<file path="src/rtl/polygon_edge_sequencer_if.sv">
// polygon_edge_sequencer_if
//   Edge bus between the polygon edge sequencer and the line rasteriser.
//   master (sequencer): drives x0/y0/x1/y1 endpoints and draw_en, receives draw_done.
//   slave  (line engine): receives the edge and draw_en, returns draw_done.
interface polygon_edge_sequencer_if #(
    parameter int COORD_W = 8
);
    logic [COORD_W-1:0] x0;
    logic [COORD_W-1:0] y0;
    logic [COORD_W-1:0] x1;
    logic [COORD_W-1:0] y1;
    logic               draw_en;
    logic               draw_done;

    modport master (output x0, y0, x1, y1, draw_en, input draw_done);
    modport slave  (input x0, y0, x1, y1, draw_en, output draw_done);
endinterface

</file>
<file path="src/rtl/polygon_edge_sequencer.sv">
// polygon_edge_sequencer
//   Feeds the line rasteriser one polygon/polyline edge at a time. The vertex
//   list, vertex count and closed flag are captured when a command is accepted,
//   so the decode stage is free to change its outputs while edges are drawn.
//
// Ports:
//   clk, rst     clock, synchronous active-high reset
//   start        command strobe (only looked at in IDLE)
//   vert_count   number of valid vertices in coords
//   closed       1 = closed polygon, 0 = open polyline
//   coords       packed vertices, vertex i = {y, x} at [2*COORD_W*i +: 2*COORD_W]
//   line         edge bus to the line engine (master side)
//   busy         high whenever not IDLE
//   done         one-cycle pulse at command completion
//   err          one-cycle pulse when a command is rejected
//   abort        (PSEQ_ABORT_EN only) stop the command early
//   aborted      (PSEQ_ABORT_EN only) qualifies the done pulse of an aborted command
//
// Build option: define PSEQ_ABORT_EN to add the abort/aborted ports.
module polygon_edge_sequencer #(
    parameter int COORD_W   = 8,
    parameter int MAX_VERTS = 8,
    parameter int VCNT_W    = $clog2(MAX_VERTS + 1)
) (
    input  logic                             clk,
    input  logic                             rst,
    input  logic                             start,
    input  logic [VCNT_W-1:0]                vert_count,
    input  logic                             closed,
    input  logic [2*COORD_W*MAX_VERTS-1:0]   coords,
`ifdef PSEQ_ABORT_EN
    input  logic                             abort,
    output logic                             aborted,
`endif
    output logic                             busy,
    output logic                             done,
    output logic                             err,
    polygon_edge_sequencer_if.master         line
);
    localparam int IDX_W = $clog2(MAX_VERTS);
    localparam logic [VCNT_W-1:0] ONE  = VCNT_W'(1);
    localparam logic [VCNT_W-1:0] TWO  = VCNT_W'(2);
    localparam logic [VCNT_W-1:0] THREE = VCNT_W'(3);
    localparam logic [VCNT_W-1:0] MAXV = VCNT_W'(MAX_VERTS);

    typedef enum logic [2:0] {S_IDLE, S_ERR, S_DRAW, S_GAP, S_DONE} state_t;

    state_t                                 state_q, state_d;
    logic [MAX_VERTS-1:0][2*COORD_W-1:0]    verts_q, verts_d;
    logic [VCNT_W-1:0]                      vcnt_q, vcnt_d;
    logic                                   closed_q, closed_d;
    logic [IDX_W-1:0]                       idx_q, idx_d;
`ifdef PSEQ_ABORT_EN
    logic                                   aborted_q, aborted_d;
`endif

    logic [VCNT_W-1:0] last_idx;   // E-1
    logic [VCNT_W-1:0] idx_ext;
    logic [IDX_W-1:0]  nxt_idx;    // (k+1) mod vert_count
    logic              is_last;
    logic              abort_req;

    always_ff @(posedge clk) begin
        if (rst) begin
            state_q  <= S_IDLE;
            verts_q  <= '0;
            vcnt_q   <= '0;
            closed_q <= 1'b0;
            idx_q    <= '0;
`ifdef PSEQ_ABORT_EN
            aborted_q <= 1'b0;
`endif
        end else begin
            state_q  <= state_d;
            verts_q  <= verts_d;
            vcnt_q   <= vcnt_d;
            closed_q <= closed_d;
            idx_q    <= idx_d;
`ifdef PSEQ_ABORT_EN
            aborted_q <= aborted_d;
`endif
        end
    end

    always_comb begin
        // A closed 2-vertex "polygon" draws its single edge once, not twice.
        if (closed_q && vcnt_q >= THREE) last_idx = vcnt_q - ONE;
        else if (closed_q)               last_idx = '0;
        else                             last_idx = vcnt_q - TWO;
        idx_ext = VCNT_W'(idx_q);
        is_last = (idx_ext == last_idx);
        // Closing edge wraps to vertex 0 at the latched count, never past it.
        nxt_idx = (idx_ext == vcnt_q - ONE) ? '0 : idx_q + 1'b1;
`ifdef PSEQ_ABORT_EN
        abort_req = abort;
`else
        abort_req = 1'b0;
`endif
    end

    always_comb begin
        state_d  = state_q;
        verts_d  = verts_q;
        vcnt_d   = vcnt_q;
        closed_d = closed_q;
        idx_d    = idx_q;
`ifdef PSEQ_ABORT_EN
        aborted_d = aborted_q;
`endif
        case (state_q)
            S_IDLE: begin
                if (start) begin
                    if (vert_count < TWO || vert_count > MAXV) begin
                        state_d = S_ERR;
                    end else begin
                        state_d  = S_DRAW;
                        verts_d  = coords;
                        vcnt_d   = vert_count;
                        closed_d = closed;
                        idx_d    = '0;
                    end
                end
            end
            S_ERR:  state_d = S_IDLE;
            S_DRAW: begin
                // abort wins over a simultaneous draw_done
                if (abort_req) begin
                    state_d = S_DONE;
`ifdef PSEQ_ABORT_EN
                    aborted_d = 1'b1;
`endif
                end else if (line.draw_done) begin
                    if (is_last) begin
                        state_d = S_DONE;
                    end else begin
                        state_d = S_GAP;
                        idx_d   = idx_q + 1'b1;
                    end
                end
            end
            S_GAP: begin
                if (abort_req) begin
                    state_d = S_DONE;
`ifdef PSEQ_ABORT_EN
                    aborted_d = 1'b1;
`endif
                end else begin
                    state_d = S_DRAW;
                end
            end
            S_DONE: begin
                state_d = S_IDLE;
`ifdef PSEQ_ABORT_EN
                aborted_d = 1'b0;
`endif
            end
            default: state_d = S_IDLE;
        endcase
    end

    // Outputs decode only registered state, so they are glitch-free and
    // independent of same-cycle inputs.
    always_comb begin
        line.draw_en = (state_q == S_DRAW);
        line.x0 = '0;
        line.y0 = '0;
        line.x1 = '0;
        line.y1 = '0;
        if (state_q == S_DRAW) begin
            line.x0 = verts_q[idx_q][COORD_W-1:0];
            line.y0 = verts_q[idx_q][2*COORD_W-1:COORD_W];
            line.x1 = verts_q[nxt_idx][COORD_W-1:0];
            line.y1 = verts_q[nxt_idx][2*COORD_W-1:COORD_W];
        end
        busy = (state_q != S_IDLE);
        done = (state_q == S_DONE);
        err  = (state_q == S_ERR);
`ifdef PSEQ_ABORT_EN
        aborted = (state_q == S_DONE) && aborted_q;
`endif
    end
endmodule

</file>
<file path="src/flat_wrapper.sv">
// flat-port wrapper written by rule: the top's interface ports become plain ports
module polygon_edge_sequencer_flat 
#(
    parameter int COORD_W   = 8,
    parameter int MAX_VERTS = 8,
    parameter int VCNT_W    = $clog2(MAX_VERTS + 1)
)
  (clk, rst, start, vert_count, closed, coords, busy, done, err, line_x0, line_y0, line_x1, line_y1, line_draw_en, line_draw_done);
  polygon_edge_sequencer_if #(.COORD_W(COORD_W)) line_i ();
  input  logic clk;
  input  logic rst;
  input  logic start;
  input  logic [VCNT_W-1:0] vert_count;
  input  logic closed;
  input  logic [2*COORD_W*MAX_VERTS-1:0] coords;
  output logic busy;
  output logic done;
  output logic err;
  output wire logic [$bits(line_i.x0)-1:0] line_x0;
  output wire logic [$bits(line_i.y0)-1:0] line_y0;
  output wire logic [$bits(line_i.x1)-1:0] line_x1;
  output wire logic [$bits(line_i.y1)-1:0] line_y1;
  output wire logic [$bits(line_i.draw_en)-1:0] line_draw_en;
  input wire logic [$bits(line_i.draw_done)-1:0] line_draw_done;
  assign line_x0 = line_i.x0;
  assign line_y0 = line_i.y0;
  assign line_x1 = line_i.x1;
  assign line_y1 = line_i.y1;
  assign line_draw_en = line_i.draw_en;
  assign line_i.draw_done = line_draw_done;
  polygon_edge_sequencer #(.COORD_W(COORD_W), .MAX_VERTS(MAX_VERTS), .VCNT_W(VCNT_W)) u_core (.clk(clk), .rst(rst), .start(start), .vert_count(vert_count), .closed(closed), .coords(coords), .busy(busy), .done(done), .err(err), .line(line_i));
endmodule
</file>
<file path="config.mk">
export PLATFORM = sky130hd
export DESIGN_NAME = polygon_edge_sequencer_flat
export DESIGN_NICKNAME = d
export VERILOG_FILES = /design/src/rtl/polygon_edge_sequencer_if.sv /design/src/rtl/polygon_edge_sequencer.sv /design/src/flat_wrapper.sv
export SDC_FILE = /design/constraint.sdc
export NUM_CORES = 1
export LEC_CHECK = 0
export BUFFER_PORTS_ARGS = -buffer_cell sky130_fd_sc_hd__buf_4
export CORE_MARGIN = 10
export CORE_UTILIZATION = 50
export DETAILED_ROUTE_END_ITERATION = 7
export GPL_TIMING_DRIVEN = 1
export PLACE_DENSITY = 0.84
export SYNTH_ARGS = -nofsm -noshare
export SYNTH_HDL_FRONTEND = slang
export SYNTH_SLANG_ARGS = --single-unit
</file>
<file path="constraint.sdc">
create_clock -name clk -period 2.9 [get_ports clk]
set_input_delay 0.29 -clock clk [delete_from_list [all_inputs] [get_ports clk]]
set_output_delay 0.29 -clock clk [all_outputs]
set_load 0.02 [all_outputs]
</file>
==> out/metrics.cfg <==
[cells_and_area]
nets = 1218
most-common-layout-cells = nand2_1, buf_4, a21oi_1, dfxtp_1, nor2_1
drive_gt1_share_pct = 29.6
antenna-diode-count = 0
instances_no_fill = 1273
final_common_cell = nand2_1
postLayoutCellArea_um2 = 9790
area_growth_pct = 31.3
post-route-util_pct = 67.1

[sta]
setup_slack_ns = 0.0234
rsz0062_at_grt = yes
tightest_slew_ns = 0.568
maxSlewHeadroom_pct = 62.1
report.final.slew_viol_count = 0
setup_viol = 0
max_clock_freq_mhz = 348
skew_ns = 0.00560
finalCriticalPeriod_ns = 2.88
hold_viol = 0
holdWs_ns = 0.104
period_share_pct = 99.2

[synthesis]
synth-warning-count = 0
synth_top_family_by_area = simple AND/OR/NAND/NOR gates
synth_ff_type = dfxtp_1
syn_inst = 929
synth_fa_ha_area_share_pct = 0.839
avgSynthCellArea_um2 = 8.03
synthArstFlopShare_pct = 0
synth-compound-area-share_pct = 17.4
synth-edff-count = 0
synth_xor_area_share_pct = 1.36
seq_area_frac_synth_pct = 37.3
yosysUniqueCellTypes = 55
ys_ff_latch = 139
synth_nets = 1071
syn_area_um2 = 7460
synth-simple-area-share_pct = 21.1
synth.area.mux_share_pct = 16.7

[floorplan]
core_area_um2 = 14600
fp.dieW_um = 142
die-height_um = 142
rows = 44
ios = 173
start_util_pct = 51.1
die-area_um2 = 20200

[worst_setup_path]
critPathLaunchType = flip-flop
arrival_ns = 2.59
crit_path_end_kind = output pin
cpPeakStageDelay_ns = 0.35
worstPathRequired_ns = 2.61
cpMaxStageDelayCell = dfxtp_2
crit_fanout = 8
critPathKind = reg -> out
crit_chain = inv_4 -> ha_2 -> a21boi_2 -> xnor2_2 -> buf_4 -> nor2_4 -> nor2_4 -> buf_6 -> o31ai_2 -> a31oi_2 -> buf_4

[global_routing]
antenna_found_initial = 0
grt_pass1_wl_um = 39600
grt_start_max_net_pins = 74
grtUsageTotal_pct = 24.5
grt_pass1_vias = 7479
grt_overflow = 0

[pwr]
leakage_nw = 3.62
vdd_drop_max_v = 0.000368
pwr_density_cell_nw_per_um2 = 538

[cts]
clk_latency_ns = 0.43
root_buffer = clkbuf_16
clock_sinks = 139
htreeDepth = 4
tritoncts = built
cts_buffer_depth = 2
cts.clk_slew.worst_paths_ns = 0.06
numCtsBuffers = 17

[placement]
dp.cells = 1237
pre_cts_ws_ns = 0.110
dp_hpwl_um = 18500
io_buffers = 172
gp_congestion = 0.944
placed_area_um2 = 8950

[routing]
ant_nets = 0
wl_per_cell_um = 20.2
drtPass1Iterations = 6
avgViaCountPerCell = 6.04
vias = 7695
drc = 0
routed_wirelength_um = 25700
drtIter0Drc = 855

[run_status]
run_status = completed

[min_path]
holdCritPathClass = in -> reg

[run]
cap_violations = 0

## metrics by stage
step | TNS [ns] | power [mW]
floorplan | 0 | 2.61
global placement | 0 | 2.94
detailed placement | 0 | 2.97
CTS | 0 | 5.25
global route | -0.217 | 5.44
finish | 0 | 5.27
## sequential cells by signal (all words and copies together), names as in the netlist
name and cells:
u_core.vcnt_q 4, u_core.idx_q 3, u_core.closed_q 1, u_core.verts_q 128, u_core.state_q 3
## synth_stat cells (5+ instances only)
cell type	n	share of area, %
a211oi_1	9	0.91
a21oi_1	147	9.9
a31oi_1	13	1.1
buf_1	8	0.40
buf_2	22	1.5
clkbuf_1	44	2.2
dfxtp_1	139	37
ha_1	5	0.84
inv_1	10	0.50
mux2i_1	33	4.4
mux4_2	39	12
nand2_1	280	14
nand2b_1	6	0.50
nand3_1	16	1.1
nor2_1	42	2.1
nor3_1	15	1.0
o21ai_0	15	1.0
o22ai_1	6	0.50
o31ai_1	10	1.0
xnor2_1	5	0.59
## routing by layer
layer | vias to the layer above | share of wire (%) | track usage (%)
met4 | 0 | 4.1 | 10.5
met5 | - | 0 | 0
met2 | 465 | 46 | 37.8
met3 | 99 | 12 | 8.14
li1 | 3537 | - | -
met1 | 3594 | 38 | 30.7
## area by class of cell
type                    instances  area [um2]
well taps                     184         230
multi-input cells             700        4440
repair buffers                206        1650
flip-flops and latches        139        2790
clock inverters                 9         133
clock buffers                  23         498
inverters                      12        51.3
fillers                      1152        4800
## report_power, final
group | switching (mW) | leakage (nW) | internal, mW
Sequential | 0.113 | 1.13 | 2.02
Clock | 0.825 | 0.306 | 1.47
Combinational | 0.459 | 2.18 | 0.389
Total | 1.40 | 3.62 | 3.87
## worst paths after layout
path	from	end	slack (ns)	cells past startpoint
worst max-delay path	u_core.vcnt_q[1]	line_y1[4]	0.02	11
worst max register to register	u_core.vcnt_q[0]	u_core.idx_q[0]	0.81	8
worst min register to register	u_core.verts_q[126]	u_core.verts_q[126]	0.47	2
worst min-delay path	coords[107]	u_core.verts_q[107]	0.10	3
## critical path: cells and delay by family (launching register included)
family                     cells  cell delay, ns
DFF                            1            0.35
AOI/OAI and AO/OA              3            0.57
xor gates and xnor gates       1            0.11
and+or+nand+nor                2            0.35
buffers and inverters          4            0.58
adders and majority gates      1            0.20
## kinds of logic after synthesis
logic type	count (synthesis)
flops	139
compound gates	227
mux	75
fa+ha+maj	5
simple gates	383
xor+xnor	10
buf+inv	90
## what timing repair did
item,CTS,global route
pin swaps,8,4
gates resized for setup,19,28
hold buffers,0,0
setup buffers,3,1
endpoints found under the setup margin,16,16
No activity file was read; power rests on OpenSTA's default activity.
